## src/rtl/core_lsu_pkg.sv

```systemverilog
// core_lsu_pkg
//   Shared types and constants for the data-memory load/store unit:
//   - lsu_state_e     : FSM state encodings (also exported on the debug port)
//   - AXI_RESP_*      : AXI response codes
//   - lsu_size_e      : access size derived from the byte-enable popcount
//   - size_from_strb  : popcount(STRB) -> access size (1 byte, 2 half, else word)
package core_lsu_pkg;

    typedef enum logic [2:0] {
        S_IDLE = 3'd0,
        S_AR   = 3'd1,
        S_R    = 3'd2,
        S_AWW  = 3'd3,
        S_B    = 3'd4,
        S_REL  = 3'd5
    } lsu_state_e;

    localparam logic [1:0] AXI_RESP_OKAY   = 2'b00;
    localparam logic [1:0] AXI_RESP_SLVERR = 2'b10;

    typedef enum logic [1:0] {
        SZ_BYTE = 2'd0,
        SZ_HALF = 2'd1,
        SZ_WORD = 2'd2
    } lsu_size_e;

    // STRB is already lane-shifted, so only the number of set bits tells
    // the size; zero or any other count is treated as a word access.
    function automatic lsu_size_e size_from_strb(input logic [3:0] strb);
        logic [2:0] n;
        n = 3'(strb[0]) + 3'(strb[1]) + 3'(strb[2]) + 3'(strb[3]);
        case (n)
            3'd1:    return SZ_BYTE;
            3'd2:    return SZ_HALF;
            default: return SZ_WORD;
        endcase
    endfunction

endpackage

```

## src/rtl/core_lsu_if.sv

```systemverilog
// core_lsu_if
//   AXI4-Lite bus between the load/store unit (master) and data memory (slave).
//   Parameter ADDR_W: address width; data width is fixed at 32.
//
//   Handshake rule for every channel: a transfer happens on a rising CLK edge
//   where VALID and READY are both high. Once VALID is raised, it and its
//   payload stay unchanged until that edge; READY may change freely.
interface core_lsu_if #(
    parameter int ADDR_W = 32
);
    logic [ADDR_W-1:0] HOST_AXI_ARADDR;
    logic              HOST_AXI_ARVALID;
    logic              HOST_AXI_ARREADY;

    logic [31:0]       HOST_AXI_RDATA;
    logic [1:0]        HOST_AXI_RRESP;
    logic              HOST_AXI_RVALID;
    logic              HOST_AXI_RREADY;

    logic [ADDR_W-1:0] HOST_AXI_AWADDR;
    logic              HOST_AXI_AWVALID;
    logic              HOST_AXI_AWREADY;

    logic [31:0]       HOST_AXI_WDATA;
    logic [3:0]        HOST_AXI_WSTRB;
    logic              HOST_AXI_WVALID;
    logic              HOST_AXI_WREADY;

    logic [1:0]        HOST_AXI_BRESP;
    logic              HOST_AXI_BVALID;
    logic              HOST_AXI_BREADY;

    modport master (
        output HOST_AXI_ARADDR, HOST_AXI_ARVALID,
        input  HOST_AXI_ARREADY,
        input  HOST_AXI_RDATA, HOST_AXI_RRESP, HOST_AXI_RVALID,
        output HOST_AXI_RREADY,
        output HOST_AXI_AWADDR, HOST_AXI_AWVALID,
        input  HOST_AXI_AWREADY,
        output HOST_AXI_WDATA, HOST_AXI_WSTRB, HOST_AXI_WVALID,
        input  HOST_AXI_WREADY,
        input  HOST_AXI_BRESP, HOST_AXI_BVALID,
        output HOST_AXI_BREADY
    );

    modport slave (
        input  HOST_AXI_ARADDR, HOST_AXI_ARVALID,
        output HOST_AXI_ARREADY,
        output HOST_AXI_RDATA, HOST_AXI_RRESP, HOST_AXI_RVALID,
        input  HOST_AXI_RREADY,
        input  HOST_AXI_AWADDR, HOST_AXI_AWVALID,
        output HOST_AXI_AWREADY,
        input  HOST_AXI_WDATA, HOST_AXI_WSTRB, HOST_AXI_WVALID,
        output HOST_AXI_WREADY,
        output HOST_AXI_BRESP, HOST_AXI_BVALID,
        input  HOST_AXI_BREADY
    );

endinterface

```

## src/rtl/core_lsu_align.sv

```systemverilog
// core_lsu_align
//   Combinational lane handling for the load/store unit.
//   Ports:
//     rdata       in  32  raw AXI read data
//     addr_lo     in  2   byte offset within the word
//     strb        in  4   lane-aligned byte enables (gives access size)
//     is_load_bs  in  1   sign-extend byte loads
//     is_load_hws in  1   sign-extend halfword loads
//     store_data  in  32  unshifted store value
//     load_ext    out 32  extracted, extended load value
//     wdata       out 32  store value moved onto its byte lanes
//     misaligned  out 1   halfword on odd address or word not on a word boundary
module core_lsu_align
    import core_lsu_pkg::*;
(
    input  logic [31:0] rdata,
    input  logic [1:0]  addr_lo,
    input  logic [3:0]  strb,
    input  logic        is_load_bs,
    input  logic        is_load_hws,
    input  logic [31:0] store_data,
    output logic [31:0] load_ext,
    output logic [31:0] wdata,
    output logic        misaligned
);

    lsu_size_e   size;
    logic [4:0]  shamt;
    logic [31:0] sh;

    assign size  = size_from_strb(strb);
    assign shamt = {addr_lo, 3'b000};
    assign sh    = rdata >> shamt;
    assign wdata = store_data << shamt;

    always_comb begin
        load_ext   = sh;
        misaligned = 1'b0;
        case (size)
            SZ_BYTE: begin
                load_ext = {{24{is_load_bs & sh[7]}}, sh[7:0]};
            end
            SZ_HALF: begin
                load_ext   = {{16{is_load_hws & sh[15]}}, sh[15:0]};
                misaligned = addr_lo[0];
            end
            default: begin
                load_ext   = sh;
                misaligned = (addr_lo != 2'b00);
            end
        endcase
    end

endmodule

```

## src/rtl/core_lsu.sv

```systemverilog
// core_lsu
//   Data-memory load/store unit. Turns the memory-stage request of the core
//   control FSM into a single AXI4-Lite read or write and returns the
//   extended load value for write-back.
//   Ports:
//     CLK, NRST            clock, asynchronous active-low reset
//     C_DOLOAD, C_DOSTORE  requests, held by control until R / B handshake
//     DMEM_ADDR            byte address
//     STRB                 lane-aligned byte enables
//     ISLOADBS, ISLOADHWS  signed byte / signed halfword load
//     STORE_DATA           unshifted store value
//     LOAD_DATA            registered, extended load result
//     LSU_BUSY             high whenever the FSM is not idle
//     LSU_ERR              one-cycle pulse after an erroring/misaligned access
//     LSU_STATE            current FSM state (debug)
//     axi                  AXI4-Lite master port
module core_lsu
    import core_lsu_pkg::*;
#(
    parameter int ADDR_W = 32
) (
    input  logic        CLK,
    input  logic        NRST,
    input  logic        C_DOLOAD,
    input  logic        C_DOSTORE,
    input  logic [31:0] DMEM_ADDR,
    input  logic [3:0]  STRB,
    input  logic        ISLOADBS,
    input  logic        ISLOADHWS,
    input  logic [31:0] STORE_DATA,
    output logic [31:0] LOAD_DATA,
    output logic        LSU_BUSY,
    output logic        LSU_ERR,
    output lsu_state_e  LSU_STATE,
    core_lsu_if.master  axi
);

    lsu_state_e        state_q, state_n;
    logic              aw_done_q, aw_done_n;
    logic              w_done_q, w_done_n;

    logic [ADDR_W-1:0] addr_q;
    logic [3:0]        strb_q;
    logic              bs_q, hws_q;
    logic [31:0]       sdata_q;

    logic              arvalid_q, rready_q, awvalid_q, wvalid_q, bready_q;
    logic [31:0]       load_q;
    logic              err_q;

    logic              ar_hs, r_hs, aw_hs, w_hs, b_hs;
    logic              capture;
    logic [31:0]       load_ext, wdata;
    logic              misaligned;

    assign ar_hs = arvalid_q & axi.HOST_AXI_ARREADY;
    assign r_hs  = rready_q  & axi.HOST_AXI_RVALID;
    assign aw_hs = awvalid_q & axi.HOST_AXI_AWREADY;
    assign w_hs  = wvalid_q  & axi.HOST_AXI_WREADY;
    assign b_hs  = bready_q  & axi.HOST_AXI_BVALID;

    assign capture = (state_q == S_IDLE) & (C_DOLOAD | C_DOSTORE);

    core_lsu_align u_align (
        .rdata       (axi.HOST_AXI_RDATA),
        .addr_lo     (addr_q[1:0]),
        .strb        (strb_q),
        .is_load_bs  (bs_q),
        .is_load_hws (hws_q),
        .store_data  (sdata_q),
        .load_ext    (load_ext),
        .wdata       (wdata),
        .misaligned  (misaligned)
    );

    always_comb begin
        state_n   = state_q;
        aw_done_n = aw_done_q;
        w_done_n  = w_done_q;
        case (state_q)
            S_IDLE: begin
                aw_done_n = 1'b0;
                w_done_n  = 1'b0;
                if (C_DOLOAD) begin
                    state_n = S_AR;
                end else if (C_DOSTORE) begin
                    state_n = S_AWW;
                end
            end
            S_AR: begin
                if (ar_hs) state_n = S_R;
            end
            S_R: begin
                if (r_hs) state_n = S_REL;
            end
            S_AWW: begin
                // Address and data channels complete independently, possibly
                // in the same cycle.
                aw_done_n = aw_done_q | aw_hs;
                w_done_n  = w_done_q  | w_hs;
                if (aw_done_n && w_done_n) state_n = S_B;
            end
            S_B: begin
                if (b_hs) state_n = S_REL;
            end
            S_REL: begin
                // Control still holds its request through the completing
                // cycle; wait for it to drop so the access is not repeated.
                if (!C_DOLOAD && !C_DOSTORE) state_n = S_IDLE;
            end
            default: state_n = S_IDLE;
        endcase
    end

    // VALID/READY flops are loaded from the next state so each is a clean
    // register output with no combinational path from AXI inputs.
    always_ff @(posedge CLK or negedge NRST) begin
        if (!NRST) begin
            state_q   <= S_IDLE;
            aw_done_q <= 1'b0;
            w_done_q  <= 1'b0;
            arvalid_q <= 1'b0;
            rready_q  <= 1'b0;
            awvalid_q <= 1'b0;
            wvalid_q  <= 1'b0;
            bready_q  <= 1'b0;
            load_q    <= 32'h0;
            err_q     <= 1'b0;
        end else begin
            state_q   <= state_n;
            aw_done_q <= aw_done_n;
            w_done_q  <= w_done_n;
            arvalid_q <= (state_n == S_AR);
            rready_q  <= (state_n == S_R);
            awvalid_q <= (state_n == S_AWW) & ~aw_done_n;
            wvalid_q  <= (state_n == S_AWW) & ~w_done_n;
            bready_q  <= (state_n == S_B);
            if (r_hs) load_q <= load_ext;
            // Errors are reported but never abort the access.
            err_q <= (r_hs & ((axi.HOST_AXI_RRESP != AXI_RESP_OKAY) | misaligned)) |
                     (b_hs & ((axi.HOST_AXI_BRESP != AXI_RESP_OKAY) | misaligned));
        end
    end

    // Request fields only change while idle, which keeps AxADDR/WDATA/WSTRB
    // stable for the whole access.
    always_ff @(posedge CLK or negedge NRST) begin
        if (!NRST) begin
            addr_q  <= '0;
            strb_q  <= 4'h0;
            bs_q    <= 1'b0;
            hws_q   <= 1'b0;
            sdata_q <= 32'h0;
        end else if (capture) begin
            addr_q  <= DMEM_ADDR[ADDR_W-1:0];
            strb_q  <= STRB;
            bs_q    <= ISLOADBS;
            hws_q   <= ISLOADHWS;
            sdata_q <= STORE_DATA;
        end
    end

    assign axi.HOST_AXI_ARADDR  = {addr_q[ADDR_W-1:2], 2'b00};
    assign axi.HOST_AXI_ARVALID = arvalid_q;
    assign axi.HOST_AXI_RREADY  = rready_q;
    assign axi.HOST_AXI_AWADDR  = {addr_q[ADDR_W-1:2], 2'b00};
    assign axi.HOST_AXI_AWVALID = awvalid_q;
    assign axi.HOST_AXI_WDATA   = wdata;
    assign axi.HOST_AXI_WSTRB   = strb_q;
    assign axi.HOST_AXI_WVALID  = wvalid_q;
    assign axi.HOST_AXI_BREADY  = bready_q;

    assign LOAD_DATA = load_q;
    assign LSU_BUSY  = (state_q != S_IDLE);
    assign LSU_ERR   = err_q;
    assign LSU_STATE = state_q;

endmodule
```

## src/flat_wrapper.sv

```systemverilog
// flat-port wrapper written by rule: the top's interface ports become plain ports
module core_lsu_flat import core_lsu_pkg::*;
#(
    parameter int ADDR_W = 32
)
  (CLK, NRST, C_DOLOAD, C_DOSTORE, DMEM_ADDR, STRB, ISLOADBS, ISLOADHWS, STORE_DATA, LOAD_DATA, LSU_BUSY, LSU_ERR, LSU_STATE, axi_HOST_AXI_ARADDR, axi_HOST_AXI_ARVALID, axi_HOST_AXI_ARREADY, axi_HOST_AXI_RDATA, axi_HOST_AXI_RRESP, axi_HOST_AXI_RVALID, axi_HOST_AXI_RREADY, axi_HOST_AXI_AWADDR, axi_HOST_AXI_AWVALID, axi_HOST_AXI_AWREADY, axi_HOST_AXI_WDATA, axi_HOST_AXI_WSTRB, axi_HOST_AXI_WVALID, axi_HOST_AXI_WREADY, axi_HOST_AXI_BRESP, axi_HOST_AXI_BVALID, axi_HOST_AXI_BREADY);
  core_lsu_if #(.ADDR_W(ADDR_W)) axi_i ();
  input  logic CLK;
  input  logic NRST;
  input  logic C_DOLOAD;
  input  logic C_DOSTORE;
  input  logic [31:0] DMEM_ADDR;
  input  logic [3:0] STRB;
  input  logic ISLOADBS;
  input  logic ISLOADHWS;
  input  logic [31:0] STORE_DATA;
  output logic [31:0] LOAD_DATA;
  output logic LSU_BUSY;
  output logic LSU_ERR;
  output lsu_state_e LSU_STATE;
  output wire logic [$bits(axi_i.HOST_AXI_ARADDR)-1:0] axi_HOST_AXI_ARADDR;
  output wire logic [$bits(axi_i.HOST_AXI_ARVALID)-1:0] axi_HOST_AXI_ARVALID;
  input wire logic [$bits(axi_i.HOST_AXI_ARREADY)-1:0] axi_HOST_AXI_ARREADY;
  input wire logic [$bits(axi_i.HOST_AXI_RDATA)-1:0] axi_HOST_AXI_RDATA;
  input wire logic [$bits(axi_i.HOST_AXI_RRESP)-1:0] axi_HOST_AXI_RRESP;
  input wire logic [$bits(axi_i.HOST_AXI_RVALID)-1:0] axi_HOST_AXI_RVALID;
  output wire logic [$bits(axi_i.HOST_AXI_RREADY)-1:0] axi_HOST_AXI_RREADY;
  output wire logic [$bits(axi_i.HOST_AXI_AWADDR)-1:0] axi_HOST_AXI_AWADDR;
  output wire logic [$bits(axi_i.HOST_AXI_AWVALID)-1:0] axi_HOST_AXI_AWVALID;
  input wire logic [$bits(axi_i.HOST_AXI_AWREADY)-1:0] axi_HOST_AXI_AWREADY;
  output wire logic [$bits(axi_i.HOST_AXI_WDATA)-1:0] axi_HOST_AXI_WDATA;
  output wire logic [$bits(axi_i.HOST_AXI_WSTRB)-1:0] axi_HOST_AXI_WSTRB;
  output wire logic [$bits(axi_i.HOST_AXI_WVALID)-1:0] axi_HOST_AXI_WVALID;
  input wire logic [$bits(axi_i.HOST_AXI_WREADY)-1:0] axi_HOST_AXI_WREADY;
  input wire logic [$bits(axi_i.HOST_AXI_BRESP)-1:0] axi_HOST_AXI_BRESP;
  input wire logic [$bits(axi_i.HOST_AXI_BVALID)-1:0] axi_HOST_AXI_BVALID;
  output wire logic [$bits(axi_i.HOST_AXI_BREADY)-1:0] axi_HOST_AXI_BREADY;
  assign axi_HOST_AXI_ARADDR = axi_i.HOST_AXI_ARADDR;
  assign axi_HOST_AXI_ARVALID = axi_i.HOST_AXI_ARVALID;
  assign axi_i.HOST_AXI_ARREADY = axi_HOST_AXI_ARREADY;
  assign axi_i.HOST_AXI_RDATA = axi_HOST_AXI_RDATA;
  assign axi_i.HOST_AXI_RRESP = axi_HOST_AXI_RRESP;
  assign axi_i.HOST_AXI_RVALID = axi_HOST_AXI_RVALID;
  assign axi_HOST_AXI_RREADY = axi_i.HOST_AXI_RREADY;
  assign axi_HOST_AXI_AWADDR = axi_i.HOST_AXI_AWADDR;
  assign axi_HOST_AXI_AWVALID = axi_i.HOST_AXI_AWVALID;
  assign axi_i.HOST_AXI_AWREADY = axi_HOST_AXI_AWREADY;
  assign axi_HOST_AXI_WDATA = axi_i.HOST_AXI_WDATA;
  assign axi_HOST_AXI_WSTRB = axi_i.HOST_AXI_WSTRB;
  assign axi_HOST_AXI_WVALID = axi_i.HOST_AXI_WVALID;
  assign axi_i.HOST_AXI_WREADY = axi_HOST_AXI_WREADY;
  assign axi_i.HOST_AXI_BRESP = axi_HOST_AXI_BRESP;
  assign axi_i.HOST_AXI_BVALID = axi_HOST_AXI_BVALID;
  assign axi_HOST_AXI_BREADY = axi_i.HOST_AXI_BREADY;
  core_lsu #(.ADDR_W(ADDR_W)) u_core (.CLK(CLK), .NRST(NRST), .C_DOLOAD(C_DOLOAD), .C_DOSTORE(C_DOSTORE), .DMEM_ADDR(DMEM_ADDR), .STRB(STRB), .ISLOADBS(ISLOADBS), .ISLOADHWS(ISLOADHWS), .STORE_DATA(STORE_DATA), .LOAD_DATA(LOAD_DATA), .LSU_BUSY(LSU_BUSY), .LSU_ERR(LSU_ERR), .LSU_STATE(LSU_STATE), .axi(axi_i));
endmodule
```

## config.mk

```make
export PLATFORM = sky130hd
export DESIGN_NAME = core_lsu_flat
export DESIGN_NICKNAME = d
export VERILOG_FILES = /design/src/rtl/core_lsu_pkg.sv /design/src/rtl/core_lsu_if.sv /design/src/rtl/core_lsu_align.sv /design/src/rtl/core_lsu.sv /design/src/flat_wrapper.sv
export SDC_FILE = /design/constraint.sdc
export NUM_CORES = 1
export LEC_CHECK = 0
export CAP_MARGIN = 20
export CORE_UTILIZATION = 43
export CTS_CLUSTER_DIAMETER = 50
export DETAILED_ROUTE_END_ITERATION = 10
export GPL_TIMING_DRIVEN = 0
export PLACE_DENSITY_LB_ADDON = 0.3
export SYNTH_ARGS = -nofsm -noshare
export SYNTH_HDL_FRONTEND = slang
export SYNTH_SLANG_ARGS = --single-unit
```

## constraint.sdc

```tcl
create_clock -name CLK -period 2.92 [get_ports CLK]
set_clock_uncertainty 0.1 [all_clocks]
set_input_delay 0.292 -clock CLK [delete_from_list [all_inputs] [get_ports CLK]]
set_output_delay 0.292 -clock CLK [all_outputs]
set_load 0.02 [all_outputs]
```

Word-level counts from Yosys, hierarchy flattened
Index checks and enable logic that the tools add are counted.
- shift-type cells: 2
- add/subtract/negate cells: 3
- $mul: 0
- div/mod/pow operators: 0
- $lt $le $gt $ge: 0
- reductions and logical operators: 10
- mux-type cells: 13
- bitwise gates (word level): 20
- equality and inequality tests: 12
- operators by type and width (operator ; number):
    32-bit one-hot mux with 2 select lines ; 1
    32-bit by 5-bit left shift with 32-bit output ; 1
    32-bit by 5-bit right shift with 32-bit output ; 1
    3-bit two-way mux ; 7
    3-bit one-hot mux with 6 select lines ; 1
    3-bit by 2-bit equality test with 1-bit output (second input constant) ; 5
    1-bit AND ; 12
    3-bit by 1-bit equality test with 1-bit output (second input constant) ; 3
    3-bit equality test (second input constant) ; 3
    3-bit by 1-bit adder with 3-bit output ; 2
    1-bit OR ; 6
    1-bit one-hot mux with 2 select lines ; 3
    2-bit nonzero test ; 3
    2-bit one-hot mux with 2 select lines ; 1
    3-bit logical NOT ; 1
    3-bit nonzero test ; 1
    1-bit by 1-bit adder with 2-bit output ; 1
    2-bit by 1-bit equality test with 1-bit output (second input constant) ; 1
    1-bit logical AND ; 2
    1-bit logical NOT ; 2
    2-bit logical NOT ; 1
    1-bit inverter ; 2
- RAM bits: 0
- logic and storage cells: 75
- bits in registers: 113
- memories kept: 0
- latch bits: 0
- memory bits (read-only): 0
- bits of input ports: 115

Longest topological paths before layout
- depth after elaboration: 10
- mapped depth: 7
- depth with buffers taken out: 7

By module
Synthesis repeated with hierarchy kept, for this count alone.
- cell total of the unflattened synthesis: 540
- area total of the unflattened synthesis: 6518.8 um^2
- modules (own cells, without submodules) (module ; cells each ; times used ; area an instance (um^2) ; sequential area each (um^2)):
    core_lsu ; 338 ; 1 ; 5181.2 ; 2827.7
    core_lsu_align ; 202 ; 1 ; 1337.5 ; 0.0

Least setup slack after synthesis
Ideal clock, no wire load.
- path kind: register to register
- start point: register u_core.strb_q[0] (netlist: u_core.axi.HOST_AXI_WSTRB[0])
- end point: register u_core.err_q (netlist: u_core.LSU_ERR)
- stages on the path, launching flop included: 8
- path buffers: 0
- arrival time: 2.418 ns
- period minus slack after synthesis: 2.640 ns
- required time: 2.698 ns
- setup slack: 0.280 ns
- path through: dfrtp_1 -> ha_1 -> fa_1 -> ha_1 -> or3b_2 -> a21oi_1 -> o21ai_0 -> a32o_1
- cells in the longest elaborated chain, start to end: 10
- elaborated cells on any way between the ends: 14
- RTL lines (item ; line ; text):
    start: declaration ; core_lsu.sv:43 ; logic [3:0] strb_q;
    start signal: assignment ; core_lsu.sv:150 ; strb_q <= 4'h0;
    start signal: assignment ; core_lsu.sv:156 ; strb_q <= STRB;
    1-bit by 1-bit adder with 2-bit output * ; core_lsu_pkg.sv:31 ; n = 3'(strb[0]) + 3'(strb[1]) + 3'(strb[2]) + 3'(strb[3]);
    3-bit by 1-bit adder with 3-bit output * (2 in a row) ; core_lsu_pkg.sv:31 ;
    3-bit by 2-bit equality test with 1-bit output or 3-bit by 1-bit equality test with 1-bit output (tied branches) ; core_lsu_pkg.sv:32 ; case (n)
    2-bit one-hot mux with 2 select lines * ; core_lsu_pkg.sv:32 ;
    2-bit by 1-bit equality test with 1-bit output or 2-bit logical NOT (tied branches) ; core_lsu_align.sv:39 ; case (size)
    1-bit one-hot mux with 2 select lines * ; core_lsu_align.sv:39 ;
    1-bit OR (on tied branches) ; core_lsu.sv:140, core_lsu.sv:141 ;
    1-bit AND (on tied branches) ; core_lsu.sv:140, core_lsu.sv:141 ;
    1-bit OR * ; core_lsu.sv:140 ; err_q <= (r_hs & ((axi.HOST_AXI_RRESP != AXI_RESP_OKAY) | misaligned)) |
    end signal: assignment ; core_lsu.sv:140 ;
    end: declaration ; core_lsu.sv:49 ; logic err_q;
Every way passes the cells marked *; elsewhere a longest branch is shown, timed or not.
A chain may end at the register's enable or synchronous reset.

Worst setup path in the final report
- start point: register u_core.addr_q[1]
- end point: output port axi_HOST_AXI_WDATA[2]
- cells in the longest elaborated chain, start to end: 1
- RTL lines (item ; line ; text):
    start: declaration ; core_lsu.sv:42 ; logic [ADDR_W-1:0] addr_q;
    start signal: assignment ; core_lsu.sv:155 ; addr_q <= DMEM_ADDR[ADDR_W-1:0];
    32-bit by 5-bit left shift with 32-bit output ; core_lsu_align.sv:34 ; assign wdata = store_data << shamt;
    end: declaration ; flat_wrapper.sv:31 ; output wire logic [$bits(axi_i.HOST_AXI_WDATA)-1:0] axi_HOST_AXI_WDATA;
Every way passes these cells.

==> run metrics <==
number of post-CTS setup repair buffers 0; Nets 930; top cell type by total area after synthesis dfrtp_1; Power Density 1407 mW/mm²; ys async rst share 100.0%; hpwl dp 13450 µm; critical path's largest stage delay 620 ps; Slowest-stage cell, CP clkdlybuf4s50_1; clk sinks 113; Antenna Violating Nets Remaining 0; largest net degree at the start of global routing 60; FF+latch count, synth 113; 1st-pass router iterations 5; GRT overflow 0; Die ar. 0.01436 mm²; fraction of layout cells with a size suffix above 1 25.33%; CP max FO 10; run status finished, final reports clean; Seq. cell area 0.002828 mm²; Max clock buf depth 2; later-pin clock latency in the skew report 410 ps; maximum vdd drop 0.0009604 V; Yosys top cell area share 47.37%; Final Hold Vio Count 0; Top FF cell, synth dfrtp_1; port bufs 252; compound-gate portion of the synthesized area 10.94%; Final Critical Period 2812 ps; DP Cell Count 968; adder-cell area share of the yosys netlist 0.7546%; first-pass GRT wire length 27860 µm; combinational family with the most area after synthesis multiplexers; max-slew violation count 0; RD Place Congestion 0.8927; per-cell routed wire length 17.99 µm; Slew Limit Headroom 48.31%; PnR worst setup slack 107.8 ps; H-tree levels 4; synthesized area per cell 11.14 µm²; die height 119.8 µm; DR vias/cell 5.149; Iter 0 DRT Violations 361; Layout fillers 1005; CP Cell Sequence clkbuf_4 -> buf_4 -> nor2_2 -> and2_1 -> clkdlybuf4s50_1; Initial Util 44.55%; core area 0.01340 mm²; MaxCap Viol Count 0; Worst setup EP type primary output; Final Cell Area 0.009435 mm²; DP Worst Slack 22.25 ps; area of the mapped netlist 0.005969 mm²; GRT Total Usage 25.77%; num rows 42; CP Data Arrival Time 2420 ps; Post-synth EDFFs 0; setup violators final 0; vias in the first global route 5353; Synth Area in XOR/XNOR 0.2934%; die width 119.8 µm; Post-Synth Simple-Gate Area 9.201%; Area Overhead vs Synth 58.06%; Lkg Pwr 4.021 nW; Ant. Diodes 0; global routing usage on met1 29.81%; Vias 5154; non-filler cells, final 1001; Root Buffer clkbuf_16; period utilization 96.31%; footprint of the multi-input gates 0.002476 mm²; CP delay by family, top buffers and inverters; worst min-delay path class primary input to flip-flop; Num CTS Buffers 17; synth warn 0; Residual DRC 0; Tightest Pin Transition 775.3 ps; final setup TNS 0 ps; met3 Use GR 7.747%; IO Count 257; Cells after Synth 536; CP Class flip-flop to primary output; WP data required 2530 ps; grt peak-use layer met2; Crit path buffers/inverters 3; count of different cell masters after synthesis 45; mux share of post-synthesis cell area 19.91%; fmax 355.6 MHz; CTS clk-pin slew, worst paths 50 ps; final hold slack 343.9 ps; register area share after synthesis 47.37%; CTS tree built; initial antenna violation count 0; Total Routed Length 18010 µm; grt met2 use 45.88%; Startpoint Class flip-flop; top post-synthesis cells by area dfrtp_1, mux2_2, buf_4; Area after DPL 0.008748 mm²
## power by group
part           internal [mW]  total [mW]  switching [mW]  leakage, nW
logic                   4.12        8.16            4.04         2.38
clock network           1.45        2.15           0.704        0.301
registers               2.37        2.96           0.591         1.34
## final timing paths
path	startpoint	slack, ps	cells past startpoint	endpoint
max in group asynchronous	NRST	1580	3	u_core.LOAD_DATA[9]
max reg2reg	u_core.axi.HOST_AXI_WSTRB[0]	110	7	u_core.LSU_ERR
min in group asynchronous	NRST	400	2	u_core.addr_q[6]
min reg2reg	u_core.LOAD_DATA[7]	400	2	u_core.LOAD_DATA[7]
min	DMEM_ADDR[1]	340	3	u_core.addr_q[1]
max	u_core.addr_q[1]	110	5	axi_HOST_AXI_WDATA[2]
## cell usage after synthesis, drive strengths merged, types with 2 or more instances
cell type,number
and2,10
a31oi,5
nand2,31
nor3b,2
nor3,3
o22a,8
buf,84
a211oi,15
inv,4
o21ai,20
clkbuf,10
a21oi,34
nor2b,20
ha,2
mux2,76
and4b,2
nor2,38
xnor2,2
o2bb2ai,8
mux2i,31
dfrtp,113
## sequential cells by signal (all words and copies together), names as in the netlist
name,count
u_core.LOAD_DATA,32
u_core.LSU_ERR,1
u_core.LSU_STATE,3
u_core.addr_q,32
u_core.aw_done_q,1
u_core.axi.HOST_AXI_ARVALID,1
u_core.axi.HOST_AXI_AWVALID,1
u_core.axi.HOST_AXI_BREADY,1
u_core.axi.HOST_AXI_RREADY,1
u_core.axi.HOST_AXI_WSTRB,4
u_core.axi.HOST_AXI_WVALID,1
u_core.bs_q,1
u_core.hws_q,1
u_core.sdata_q,32
u_core.w_done_q,1
## what timing repair did
item                                    CTS  global route
hold buffers                              1             0
gates resized for setup                  13            12
endpoints found under the setup margin   30            24
endpoints found under the hold margin    58             0
## logic make-up after synthesis
kind of cell	count (synthesis)
DFF	113
and+or+nand+nor	113
other	1
muxes	108
AOI/OAI and AO/OA	98
adders and majority gates	3
buffers and inverters	98
xor gates and xnor gates	2
## worst register-to-register path, cell delays in order (launching register included)
cell,delay [ps]
dfrtp_1,390
ha_1,320
fa_1,380
ha_1,390
or3b_2,460
a21oi_1,260
o21ai_0,120
a32o_1,280
## metal layers
layer,part of all wire (%),vias to the layer above
met5,0,-
met4,1.4,0
met3,7.5,21
met2,52,222
met1,39,2550
li1,-,2361
## cells in the final DEF, fill, tap and decap left out, types with 10 or more instances in the layout
cell type and n:
clkdlybuf4s50_1 246, dfrtp_1 113, mux2_2 76, buf_4 71, nor2_1 37, a21oi_1 34, nand2_1 31, mux2i_1 31
nor2b_1 19, o21ai_0 18, clkbuf_16 17, a211oi_1 15, and2_1 10
## stage by stage
step | util, % | power (mW)
after floorplan | - | 7.759
after global placement | 65.10 | 10.85
after detailed placement | 65.28 | 11.03
after CTS | 70.25 | 13.34
after global routing | 70.41 | 13.96
final | 70.41 | 13.28
## final cells by class
cell class                 count  share of cell area, %
clock buffer                  23                  5.278
timing repair buffer         254                  27.24
clock inverter                 9                  1.353
multi-input combinational    328                  26.24
tap                          176                  2.334
inverter                       4                 0.1591
sequential                   113                  29.97
buffer                        94                  7.426
No activity file was read; power rests on OpenSTA's default activity.
